**src/rtl/asp_net_tx_if.sv**
```systemverilog
// Host and network handshake bundle for the ASP network transmit stage.
// The slave modport is the transmitter's view; master is the host/network side.
interface asp_net_tx_if #(
  parameter int unsigned data_size = 32,
  parameter int unsigned tag_size  = 8
);
  logic                          host_data_ready_in;
  logic [data_size-1:0]          host_data_in;
  logic                          host_busy_out;
  logic                          overrun_out;
  logic                          network_ACK_in;
  logic                          network_data_ready_out;
  logic [data_size+tag_size-1:0] network_data_tag_out;
  logic                          tx_done_out;
  logic                          tx_fail_out;

  modport master (
    output host_data_ready_in, host_data_in, network_ACK_in,
    input  host_busy_out, overrun_out, network_data_ready_out, network_data_tag_out,
    input  tx_done_out, tx_fail_out
  );

  modport slave (
    input  host_data_ready_in, host_data_in, network_ACK_in,
    output host_busy_out, overrun_out, network_data_ready_out, network_data_tag_out,
    output tx_done_out, tx_fail_out
  );
endinterface

```
**src/rtl/asp_net_tx.sv**
```systemverilog
// Network transmit stage: tags one host word, sends {data,tag}, waits for ACK and
// retransmits on timeout up to MAX_RETRY times, then reports done or fail.
module asp_net_tx #(
  parameter int unsigned           data_size   = 32,
  parameter int unsigned           tag_size    = 8,
  parameter logic [tag_size-1:0]   TAG_KEY     = 8'h8D,
  parameter int unsigned           ACK_TIMEOUT = 16,
  parameter int unsigned           MAX_RETRY   = 3
) (
  input logic            clk,
  input logic            reset,
  asp_net_tx_if.slave    bus
);

  localparam int unsigned FrameW = data_size + tag_size;
  localparam int unsigned TimerW = (ACK_TIMEOUT > 1) ? $clog2(ACK_TIMEOUT) : 1;
  localparam int unsigned RetryW = (MAX_RETRY > 0) ? $clog2(MAX_RETRY + 1) : 1;
  localparam logic [TimerW-1:0] TimerLast = TimerW'(ACK_TIMEOUT - 1);
  localparam logic [RetryW-1:0] RetryMax  = RetryW'(MAX_RETRY);

  typedef enum logic [1:0] {StIdle, StSend, StWaitAck} state_e;

  function automatic logic [tag_size-1:0] calc_tag(input logic [data_size-1:0] d);
    logic [tag_size-1:0] t;
    t = TAG_KEY;
    for (int unsigned i = 0; i < data_size / tag_size; i++) begin
      t ^= d[i*tag_size +: tag_size];
    end
    return t;
  endfunction

  state_e              state_q, state_d;
  logic [TimerW-1:0]   timer_q, timer_d;
  logic [RetryW-1:0]   retry_q, retry_d;
  logic [FrameW-1:0]   frame_q, frame_d;
  logic                busy_q, busy_d;
  logic                over_q, over_d;
  logic                stb_q, stb_d;
  logic                done_q, done_d;
  logic                fail_q, fail_d;

  always_comb begin
    state_d = state_q;
    timer_d = timer_q;
    retry_d = retry_q;
    frame_d = frame_q;
    over_d  = 1'b0;
    stb_d   = 1'b0;
    done_d  = 1'b0;
    fail_d  = 1'b0;
    unique case (state_q)
      StIdle: begin
        if (bus.host_data_ready_in) begin
          frame_d = {bus.host_data_in, calc_tag(bus.host_data_in)};
          retry_d = '0;
          stb_d   = 1'b1;
          state_d = StSend;
        end
      end
      StSend: begin
        over_d  = bus.host_data_ready_in;
        timer_d = '0;
        state_d = StWaitAck;
      end
      StWaitAck: begin
        over_d = bus.host_data_ready_in;
        // ACK takes priority over a coincident timeout
        if (bus.network_ACK_in) begin
          done_d  = 1'b1;
          state_d = StIdle;
        end else if (timer_q == TimerLast) begin
          if (retry_q < RetryMax) begin
            retry_d = retry_q + 1'b1;
            stb_d   = 1'b1;
            state_d = StSend;
          end else begin
            fail_d  = 1'b1;
            state_d = StIdle;
          end
        end else begin
          timer_d = timer_q + 1'b1;
        end
      end
      default: state_d = StIdle;
    endcase
    busy_d = (state_d != StIdle);
  end

  always_ff @(posedge clk or negedge reset) begin
    if (!reset) begin
      state_q <= StIdle;
      timer_q <= '0;
      retry_q <= '0;
      frame_q <= '0;
      busy_q  <= 1'b0;
      over_q  <= 1'b0;
      stb_q   <= 1'b0;
      done_q  <= 1'b0;
      fail_q  <= 1'b0;
    end else begin
      state_q <= state_d;
      timer_q <= timer_d;
      retry_q <= retry_d;
      frame_q <= frame_d;
      busy_q  <= busy_d;
      over_q  <= over_d;
      stb_q   <= stb_d;
      done_q  <= done_d;
      fail_q  <= fail_d;
    end
  end

  assign bus.host_busy_out          = busy_q;
  assign bus.overrun_out            = over_q;
  assign bus.network_data_ready_out = stb_q;
  assign bus.network_data_tag_out   = frame_q;
  assign bus.tx_done_out            = done_q;
  assign bus.tx_fail_out            = fail_q;

endmodule
```
**src/flat_wrapper.sv**
```systemverilog
// flat-port wrapper written by rule: the top's interface ports become plain ports
module asp_net_tx_flat 
#(
  parameter int unsigned           data_size   = 32,
  parameter int unsigned           tag_size    = 8,
  parameter logic [tag_size-1:0]   TAG_KEY     = 8'h8D,
  parameter int unsigned           ACK_TIMEOUT = 16,
  parameter int unsigned           MAX_RETRY   = 3
)
  (clk, reset, bus_host_data_ready_in, bus_host_data_in, bus_network_ACK_in, bus_host_busy_out, bus_overrun_out, bus_network_data_ready_out, bus_network_data_tag_out, bus_tx_done_out, bus_tx_fail_out);
  asp_net_tx_if #(.data_size(data_size), .tag_size(tag_size)) bus_i ();
  input logic clk;
  input logic reset;
  input wire logic [$bits(bus_i.host_data_ready_in)-1:0] bus_host_data_ready_in;
  input wire logic [$bits(bus_i.host_data_in)-1:0] bus_host_data_in;
  input wire logic [$bits(bus_i.network_ACK_in)-1:0] bus_network_ACK_in;
  output wire logic [$bits(bus_i.host_busy_out)-1:0] bus_host_busy_out;
  output wire logic [$bits(bus_i.overrun_out)-1:0] bus_overrun_out;
  output wire logic [$bits(bus_i.network_data_ready_out)-1:0] bus_network_data_ready_out;
  output wire logic [$bits(bus_i.network_data_tag_out)-1:0] bus_network_data_tag_out;
  output wire logic [$bits(bus_i.tx_done_out)-1:0] bus_tx_done_out;
  output wire logic [$bits(bus_i.tx_fail_out)-1:0] bus_tx_fail_out;
  assign bus_i.host_data_ready_in = bus_host_data_ready_in;
  assign bus_i.host_data_in = bus_host_data_in;
  assign bus_i.network_ACK_in = bus_network_ACK_in;
  assign bus_host_busy_out = bus_i.host_busy_out;
  assign bus_overrun_out = bus_i.overrun_out;
  assign bus_network_data_ready_out = bus_i.network_data_ready_out;
  assign bus_network_data_tag_out = bus_i.network_data_tag_out;
  assign bus_tx_done_out = bus_i.tx_done_out;
  assign bus_tx_fail_out = bus_i.tx_fail_out;
  asp_net_tx #(.data_size(data_size), .tag_size(tag_size), .TAG_KEY(TAG_KEY), .ACK_TIMEOUT(ACK_TIMEOUT), .MAX_RETRY(MAX_RETRY)) u_core (.clk(clk), .reset(reset), .bus(bus_i));
endmodule
```
**config.mk**
```make
export PLATFORM = sky130hd
export DESIGN_NAME = asp_net_tx_flat
export DESIGN_NICKNAME = d
export VERILOG_FILES = /design/src/rtl/asp_net_tx_if.sv /design/src/rtl/asp_net_tx.sv /design/src/flat_wrapper.sv
export SDC_FILE = /design/constraint.sdc
export NUM_CORES = 1
export LEC_CHECK = 0
export ABC_CLOCK_PERIOD_IN_PS = 1400
export CAP_MARGIN = 40
export CORE_MARGIN = 5
export CORE_UTILIZATION = 41
export CTS_CLUSTER_DIAMETER = 30
export DETAILED_ROUTE_END_ITERATION = 8
export PLACE_DENSITY = 0.76
export SLEW_MARGIN = 5
export SYNTH_ARGS = -nofsm -noshare
export SYNTH_HDL_FRONTEND = slang
export SYNTH_SLANG_ARGS = --single-unit
```
**constraint.sdc**
```tcl
create_clock -name clk -period 1.4 [get_ports clk]
set_input_delay 0.14 -clock clk [delete_from_list [all_inputs] [get_ports clk]]
set_output_delay 0.14 -clock clk [all_outputs]
set_load 0.01 [all_outputs]
```
==> results of run 1 <==
-- state kept, by name, indices dropped and copies added (netlist names) --
| signal | count |
|---|---|
| u_core.bus.network_data_tag_out | 40 |
| u_core.timer_q | 4 |
| u_core.retry_q | 2 |
| u_core.state_q | 2 |
| u_core.bus.host_busy_out | 1 |
| u_core.bus.network_data_ready_out | 1 |
| u_core.bus.overrun_out | 1 |
| u_core.bus.tx_done_out | 1 |
| u_core.bus.tx_fail_out | 1 |
-- metrics by stage --
| stage | worst slack (ns) | instance area [um^2] | hold slack [ns] |
|---|---|---|---|
| after detailed placement | -0.0402 | 3460 | -0.0397 |
| after floorplan | -0.0199 | 2440 | -0.156 |
| after CTS | 0.00772 | 3570 | 0.164 |
| after global routing | -0.0587 | 3670 | 0.178 |
| after global placement | -0.0397 | 3460 | -0.0409 |
| final | 0.0273 | 3670 | 0.171 |
-- critical path, stage by stage (launching register included) --
cell	delay (ns)
dfrtp_1	0.41
ha_2	0.25
nor3b_4	0.23
nand2_1	0.10
buf_4	0.16
a41oi_2	0.15
-- what timing repair did --
item / 4_1_cts / 5_1_grt
hold buffers: 1 / 0
setup buffers: 0 / 4
endpoints found under the hold margin: 53 / 0
endpoints found under the setup margin: 29 / 56
gates resized for setup: 5 / 25
pin swaps: 0 / 4
-- path summary, 6_finish.rpt --
| path | startpoint | to | cells past startpoint |
|---|---|---|---|
| max | u_core.retry_q[0] | u_core.bus.host_busy_out | 5 |
| min | reset | u_core.bus.network_data_tag_out[3] | 2 |
| max reg2reg | u_core.retry_q[0] | u_core.bus.host_busy_out | 5 |
| min reg2reg | u_core.bus.network_data_tag_out[2] | u_core.bus.network_data_tag_out[2] | 2 |
| max in group asynchronous | reset | u_core.bus.host_busy_out | 3 |
| min in group clk | bus_host_data_in[28] | u_core.bus.network_data_tag_out[36] | 2 |
-- routing by layer --
metal  up-vias  share of wire [%]  GRT usage [%]
met5         -                  0              0
met4         0                2.5           7.08
met3        10                6.8           4.75
met2        52                 50           23.4
met1       824                 41           18.1
li1        857                  -              -
-- cell type report --
class / count / area (um^2)
clock buffers: 6 / 72.6
inverters: 7 / 26.3
well taps: 75 / 93.8
clock inverters: 2 / 10.0
repair buffers: 104 / 1060
flip-flops and latches: 53 / 1330
fillers: 488 / 2140
multi-input cells: 123 / 1080
-- logic make-up after synthesis --
| kind of cell | count (synthesis) | synth area share (%) |
|---|---|---|
| AND/OR/NAND/NOR | 37 | 9.10 |
| buffers and inverters | 13 | 2.59 |
| XOR/XNOR | 25 | 9.05 |
| multiplexers | 32 | 14.9 |
| adder cells (fa/ha/maj) | 6 | 3.10 |
| AO/OA/AOI/OAI | 23 | 6.46 |
| flip-flops | 53 | 54.8 |
-- power groups by stage --
stage                     Clock (W)  Sequential [W]  Combinational [W]
after floorplan                   0         0.00287            0.00123
after global placement            0         0.00255            0.00337
after detailed placement          0         0.00257            0.00343
after CTS                  0.000863         0.00255            0.00347
after global routing       0.000926         0.00263            0.00370
final                      0.000819         0.00253            0.00342
-- cells in the final DEF, fill, tap and decap left out, drive strengths merged, types with 2 or more instances in the layout --
cell type,n
clkdlybuf4s50,61
dfrtp,53
mux2,32
buf,24
xnor2,21
dlymetal6s2s,18
nand2,17
o21ai,11
inv,7
a21oi,6
clkbuf,6
ha,6
xor2,4
nand3,4
nor3,4
nor2,3
and2,2
clkinv,2
and3,2
nor2b,2
==> metrics.csv, run 1 <==
metric,value,unit
async_reset_ff_share,100,%
min_period,1.37,ns
drc,0,
grt_pass1_wl,8.68,mm
synth_area_leaders,"dfrtp_1 55%, mux2_2 14%, xnor2_1 7.6%",
dp.cells,357,
pin_count,81,
synth.distinct_cells,32,
grt_max_degree,51,
post_synth.cell_area_avg,12.8,um^2
worst_slew_pin_slew,0.269,ns
globalplace.congestion,0.800,
final_util,63.2,%
power,0.00677,W
cp_max_fo,4,
ff2ff_setup_slack,0.03,ns
layout.nets,336,
status,"finished, final reports clean",
synthTopCellsByCount,"53 x dfrtp_1, 31 x mux2_2, 21 x xnor2_1",
p_sw,0.00216,W
pwr-share-comb,50.5,%
tritoncts,yes,
syn-num-nets,231,
drt_iter0_markers,34,
gr-total-overflow,0,
worstPathRequired,1.62,ns
area_growth,51.8,%
synth_top_area_share,54.8,%
yosys.area.top_type,dfrtp_1,
setup_viol,0,
ant_nets,0,
route.vias.total,1743,
p_clk_share,12.1,%
grt_use_total,14.8,%
synth_warnings,0,
ys_ff_latch,53,
p_leak,1.71,nW
die_h,86.8,um
synth_ff_type,dfrtp_1,
rsz0062_at_grt,true,
ys_seq_area_share,54.8,%
cts_buffers,5,
numPortBuffers,80,
finalCritPeriodShare,98.0,%
clk_pin_slew,0.09,ns
clock_latency,0.30,ns
wl_per_cell,14.2,um
firstDrtPassIters,4,
endpoint_kind,flop,
diodes,0,
synth_area,2420,um^2
cap_violations,0,
finalHoldViolations,0,
core,5820,um^2
crit_type,flop to flop,
netlist_instances,189,
initial_core_util,41.6,%
clock_sinks,53,
yosysMostFrequentCell,dfrtp_1,
grt_pass1_vias,1856,
irDropWorstVdd,1.17,mV
antenna_found_initial,0,
dp_hpwl,3.98,mm
intPower,0.00461,W
htree_levels,2,
clock-skew-final,0.00431,ns
synth_edf_count,0,
p_seq_share,37.4,%
drv_slew,0,
p_per_area,1840,nW/um^2
wl,5.26,mm
avgViaCountPerCell,4.71,
timing.fmax,729,MHz
slew_headroom,82.1,%
root_buffer,clkbuf_8,
swShare,31.8,%
die_area,7540,um^2
fin_tns_setup,0,ns
drive_above_1_share,27.5,%
die_w,86.8,um
cts_buffer_depth,2,
rows,28,
worstSetupStartpointType,flop,
holdCritPathClass,primary input to asynchronous set/reset pin,
arrival,1.60,ns
stdcell_count,370,
(Power assumes the default switching activity.)
==> run 2, diff against run 1 <==
--- a/config.mk
+++ b/config.mk
@@ -12,7 +12,6 @@
 export CTS_CLUSTER_DIAMETER = 30
 export DETAILED_ROUTE_END_ITERATION = 8
 export PLACE_DENSITY = 0.76
-export SLEW_MARGIN = 5
 export SYNTH_ARGS = -nofsm -noshare
 export SYNTH_HDL_FRONTEND = slang
 export SYNTH_SLANG_ARGS = --single-unit
==> results of run 2 <==
No change in the layout: final DEF, timing and power equal those of run 1.
==> run 3, diff against run 2 <==
--- a/config.mk
+++ b/config.mk
@@ -10,6 +10,7 @@
 export CORE_MARGIN = 5
 export CORE_UTILIZATION = 41
 export CTS_CLUSTER_DIAMETER = 30
+export CTS_CLUSTER_SIZE = 20
 export DETAILED_ROUTE_END_ITERATION = 8
 export PLACE_DENSITY = 0.76
 export SYNTH_ARGS = -nofsm -noshare
==> results of run 3 <==
No change in the layout: final DEF, timing and power equal those of run 1.
==> RTL edit 1 (settings of run 3) <==
Re-encode `state_e` (3 states) as one-hot, 3 bits wide.
--- a/src/rtl/asp_net_tx.sv
+++ b/src/rtl/asp_net_tx.sv
@@ -19,5 +19,5 @@
   localparam logic [RetryW-1:0] RetryMax  = RetryW'(MAX_RETRY);
 
-  typedef enum logic [1:0] {StIdle, StSend, StWaitAck} state_e;
+  typedef enum logic [2:0] {StIdle = 3'b001, StSend = 3'b010, StWaitAck = 3'b100} state_e;
 
   function automatic logic [tag_size-1:0] calc_tag(input logic [data_size-1:0] d);
Function: no difference found for any inputs over 10 cycles, from zero or initial values and one cycle with reset low; not proved beyond that.
==> RTL edit 1 against run 3 <==
  * Worst setup slack better by 27 ps
  * Non-clock buffer count fell by 9
  * Routed wire length up 9.9%
  * Highest routed layer unchanged
  * Global-route usage grew 0.97 points
  * Sequential power up 4%
  * Total power is 0.98% lower
  * Cell area fell by 1.7%
  * Critical path depth down 4
  * Synthesized area is 1.6% higher
  * Fmax up 2.0%
  * First-iteration DRC count up 110%
  * Sequential cell count grew 1
  * Hold slack better by 140 ps
==> RTL edit 1: results (changes against run 3) <==
INFO  metric post_synth.cell_area_avg = 9.67 µm² (-24%)
INFO  metric critical_path.max_fanout = 2 (-2)
INFO  metric dp.final_hpwl = 4350 µm (+9.1%)
INFO  metric worst-r2r-setup-slack = 70 ps (+40 ps)
INFO  metric netlist_top_cells_count = sky130_fd_sc_hd__nand2_1 (111), sky130_fd_sc_hd__dfrtp_1 (53), sky130_fd_sc_hd__xnor2_1 (21)
INFO  metric synth_seq_area_share = 0.550 (+0.00232)
INFO  metric nets = 381 (+13%)
INFO  metric r2r_start = u_core.state_q[2]
INFO  metric layout-drive-gt1-share = 0.108 (-0.167)
INFO  metric finalInstanceArea = 3610 µm² (-1.7%)
INFO  metric detailedPlace.worstSlack = -97.5 ps (-57.3 ps)
INFO  metric detailed_place.area = 3430 µm² (-0.83%)
INFO  metric crit_path_max_incr_delay = 550 ps (+140 ps)
INFO  metric grt_use_met3 = 0.0265 (-0.0210)
INFO  metric post_syn_nets = 292 (+26%)
INFO  metric grt_first_pass_wirelength = 9660 µm (+11%)
INFO  metric finClkSkew = 7.86 ps (+3.55 ps)
INFO  metric r2r_cells = 4 (-1)
INFO  metric startpoint = u_core.bus.network_data_tag_out[33]
INFO  metric filler_cell_count = 494 (+1.2%)
INFO  metric detail_route.wirelength = 5780 µm (+9.9%)
INFO  metric max-vdd-ir-drop = 1.07 mV (-8.0%)
INFO  metric grt_start_max_net_pins = 49 (-3.9%)
INFO  metric globalRouteMet1Util = 0.210 (+0.0286)
INFO  metric final_cell_count_no_fill = 419 (+13%)
INFO  metric globalRouteMet2Util = 0.268 (+0.0345)
INFO  metric outcome = completed
INFO  metric globalplace.congestion = 0.781 (-2.4%)
INFO  metric detailedRoute.firstIterationViolations = 70 (+110%)
-- RTL edit 1: worst max-delay path by stage --
| stage | end | slack [ps] | cells past startpoint |
|---|---|---|---|
| 2_1_floorplan | u_core.timer_q[1] | 70 | 4 |
| 3_3_place_gp | u_core.bus.network_data_tag_out[35] | -50 | 5 |
| 3_5_place_dp | u_core.bus.network_data_tag_out[16] | -100 | 5 |
| 4_1_cts | bus_network_data_tag_out[30] | 8 | 1 |
| 5_1_grt | bus_network_data_tag_out[16] | 3 | 1 |
| 6_report | bus_network_data_tag_out[33] | 50 | 1 |
-- RTL edit 1: timing repair --
| item | CTS | global route |
|---|---|---|
| resized for setup | 1 | 26 |
| hold buffers | 1 | 0 |
| endpoints found under the hold margin | 14 | 0 |
| pin swaps | 0 | 0 |
| endpoints found under the setup margin | 5 | 28 |
-- RTL edit 1: cell type report --
class                           instances  area share
Clock buffer                            6      0.0229
Clock inverter                          2     0.00347
Inverter                                4     0.00416
Multi-Input combinational cell        183       0.293
Sequential cell                        54       0.375
Tap cell                               75      0.0260
Timing Repair Buffer                   95       0.276
-- RTL edit 1: power breakdown --
group          leakage [nW]  switching [mW]  internal, mW  total [mW]
logic                  1.22            1.50          1.68        3.18
clock network        0.0472           0.490         0.399       0.889
registers             0.673           0.411          2.22        2.64
total                  1.94            2.40          4.30        6.70
-- RTL edit 1: kinds of logic after synthesis --
family	after synthesis	synth area share
xor+xnor	25	0.0891
mux	3	0.0127
flops	54	0.550
buf+inv	17	0.0326
fa+ha+maj	2	0.0102
simple gates	133	0.240
compound gates	20	0.0652
==> RTL edit 2 (config.mk and constraints of run 3) <==
Made on the original files. `data_size` is set to 32 in 3 places; all go to 64.
--- a/src/rtl/asp_net_tx_if.sv
+++ b/src/rtl/asp_net_tx_if.sv
@@ -2,5 +2,5 @@
 // The slave modport is the transmitter's view; master is the host/network side.
 interface asp_net_tx_if #(
-  parameter int unsigned data_size = 32,
+  parameter int unsigned data_size = 64,
   parameter int unsigned tag_size  = 8
 );
--- a/src/rtl/asp_net_tx.sv
+++ b/src/rtl/asp_net_tx.sv
@@ -2,5 +2,5 @@
 // retransmits on timeout up to MAX_RETRY times, then reports done or fail.
 module asp_net_tx #(
-  parameter int unsigned           data_size   = 32,
+  parameter int unsigned           data_size   = 64,
   parameter int unsigned           tag_size    = 8,
   parameter logic [tag_size-1:0]   TAG_KEY     = 8'h8D,
--- a/src/flat_wrapper.sv
+++ b/src/flat_wrapper.sv
@@ -2,5 +2,5 @@
 module asp_net_tx_flat 
 #(
-  parameter int unsigned           data_size   = 32,
+  parameter int unsigned           data_size   = 64,
   parameter int unsigned           tag_size    = 8,
   parameter logic [tag_size-1:0]   TAG_KEY     = 8'h8D,
Interface: changed (resized bus_host_data_in and bus_network_data_tag_out); port bits go from 81 to 145. No check against the original RTL was run, so the function may have changed too.
==> RTL edit 2 against run 3 <==
  * The run now ends with negative setup slack left
  * Sequential cell count is 32 higher
  * Total power grew 80%
  * Routed wire length is 100% higher
  * Cell area is 72% higher
  * Die area is 51% higher
  * Hold slack better by 82 ps
  * Critical path depth is 1 higher
  * Clock skew rose by 6.2 ps
  * Synthesized area grew 59%
  * Combinational power is 80% higher
  * Worst setup slack got worse by 160 ps
  * Fmax fell by 10%
  * Clock power increased by 120%
  * Largest cell class unchanged
==> RTL edit 2: results (changes against run 3) <==
INFO  metric outcome = complete, but fails checks
INFO  metric failing_checks = negative setup slack
INFO  metric netlist_top_cells_count = sky130_fd_sc_hd__dfrtp_1 (85), sky130_fd_sc_hd__mux2_1 (62), sky130_fd_sc_hd__xnor2_1 (52)
INFO  metric post_syn_nets = 363 (+57%)
INFO  metric r2r_cells = 6 (+1)
INFO  metric worst_skew_pair.late_latency = 350 ps (+50 ps)
INFO  metric io_buffer_count = 144 (+80%)
INFO  metric grt_util_all_layers = 0.167 (+0.0195)
INFO  metric setup_viol = 75 (+75)
INFO  metric clock_cell_area_share = 0.0336 (+0.0111)
INFO  metric detailedPlace.worstSlack = -156 ps (-116 ps)
INFO  metric routedWlPerCell = 17.9 µm (+26%)
INFO  metric clockBufferCount = 13 (+7)
INFO  metric p_int = 8.18 mW (+77%)
INFO  metric netlist-cell-type-count = 35 (+9.4%)
INFO  metric detailed_place.area = 5640 µm² (+63%)
INFO  metric non_clock_inverter_count = 4 (-3)
INFO  metric worst_slack = -130 ps (-157 ps)
INFO  metric relative_slew_slack = 0.698 (-0.123)
INFO  metric grt_use_met3 = 0.0704 (+0.0229)
INFO  metric wl_met2 = 5480 µm (+110%)
INFO  metric dp.final_hpwl = 7180 µm (+80%)
INFO  metric grt_pass1_vias = 3052 (+64%)
INFO  metric yosys-top-cells-area = sky130_fd_sc_hd__dfrtp_1 (55%), sky130_fd_sc_hd__mux2_1 (18%), sky130_fd_sc_hd__xnor2_1 (12%)
INFO  metric post_synth.cell_area_avg = 13.3 µm² (+3.8%)
INFO  metric nNonClkBuffers = 184 (+77%)
INFO  metric r2r_start = u_core.state_q[0]
INFO  metric grt_start_max_net_pins = 34 (-33%)
INFO  metric globalRouteMet1Util = 0.189 (+0.00784)
INFO  metric total_cts_buffers = 9 (+4)
INFO  metric wl_met1 = 4140 µm (+93%)
## RTL edit 2: worst max path at each step
stage,from,to
detailed placement,bus_host_data_ready_in,u_core.bus.network_data_tag_out[55]
global route,u_core.state_q[0],u_core.timer_q[3]
global placement,bus_network_ACK_in,u_core.bus.host_busy_out
floorplan,u_core.timer_q[1],u_core.timer_q[1]
CTS,u_core.state_q[0],u_core.bus.host_busy_out
finish,u_core.state_q[0],u_core.timer_q[3]
## RTL edit 2: worst max-delay path, cell delays in order (launching register included)
cell and delay [ps]:
sky130_fd_sc_hd__dfrtp_1 400, sky130_fd_sc_hd__buf_4 140, sky130_fd_sc_hd__buf_4 130, sky130_fd_sc_hd__ha_1 270
sky130_fd_sc_hd__inv_1 120, sky130_fd_sc_hd__a21oi_1 70, sky130_fd_sc_hd__a311oi_1 270
## RTL edit 2: cell families (layout without fill, tap and decap cells)
kind of cell | count (synthesis) | count (layout) | share of synthesized area
flops | 85 | 85 | 0.554
mux | 66 | 66 | 0.193
xor+xnor | 57 | 57 | 0.130
simple gates | 37 | 38 | 0.0508
compound gates | 24 | 24 | 0.0361
buf+inv | 14 | 204 | 0.0169
fa+ha+maj | 6 | 6 | 0.0195
## RTL edit 2: power by group through the flow
stage	clock, mW	combinational [mW]	sequential [mW]
after floorplan	0	1.79	4.73
after global placement	0	5.41	4.20
after detailed placement	0	5.50	4.26
after CTS	1.88	4.91	4.18
after global routing	1.96	6.58	4.37
final	1.83	6.15	4.23
## RTL edit 2: timing repair
action	4_1_cts	5_1_grt
gates resized for setup	75	79
hold endpoints to repair	27	0
setup buffers	4	6
pin swaps	6	10
endpoints found under the setup margin	139	84
hold buffers	1	0
gates cloned	0	7
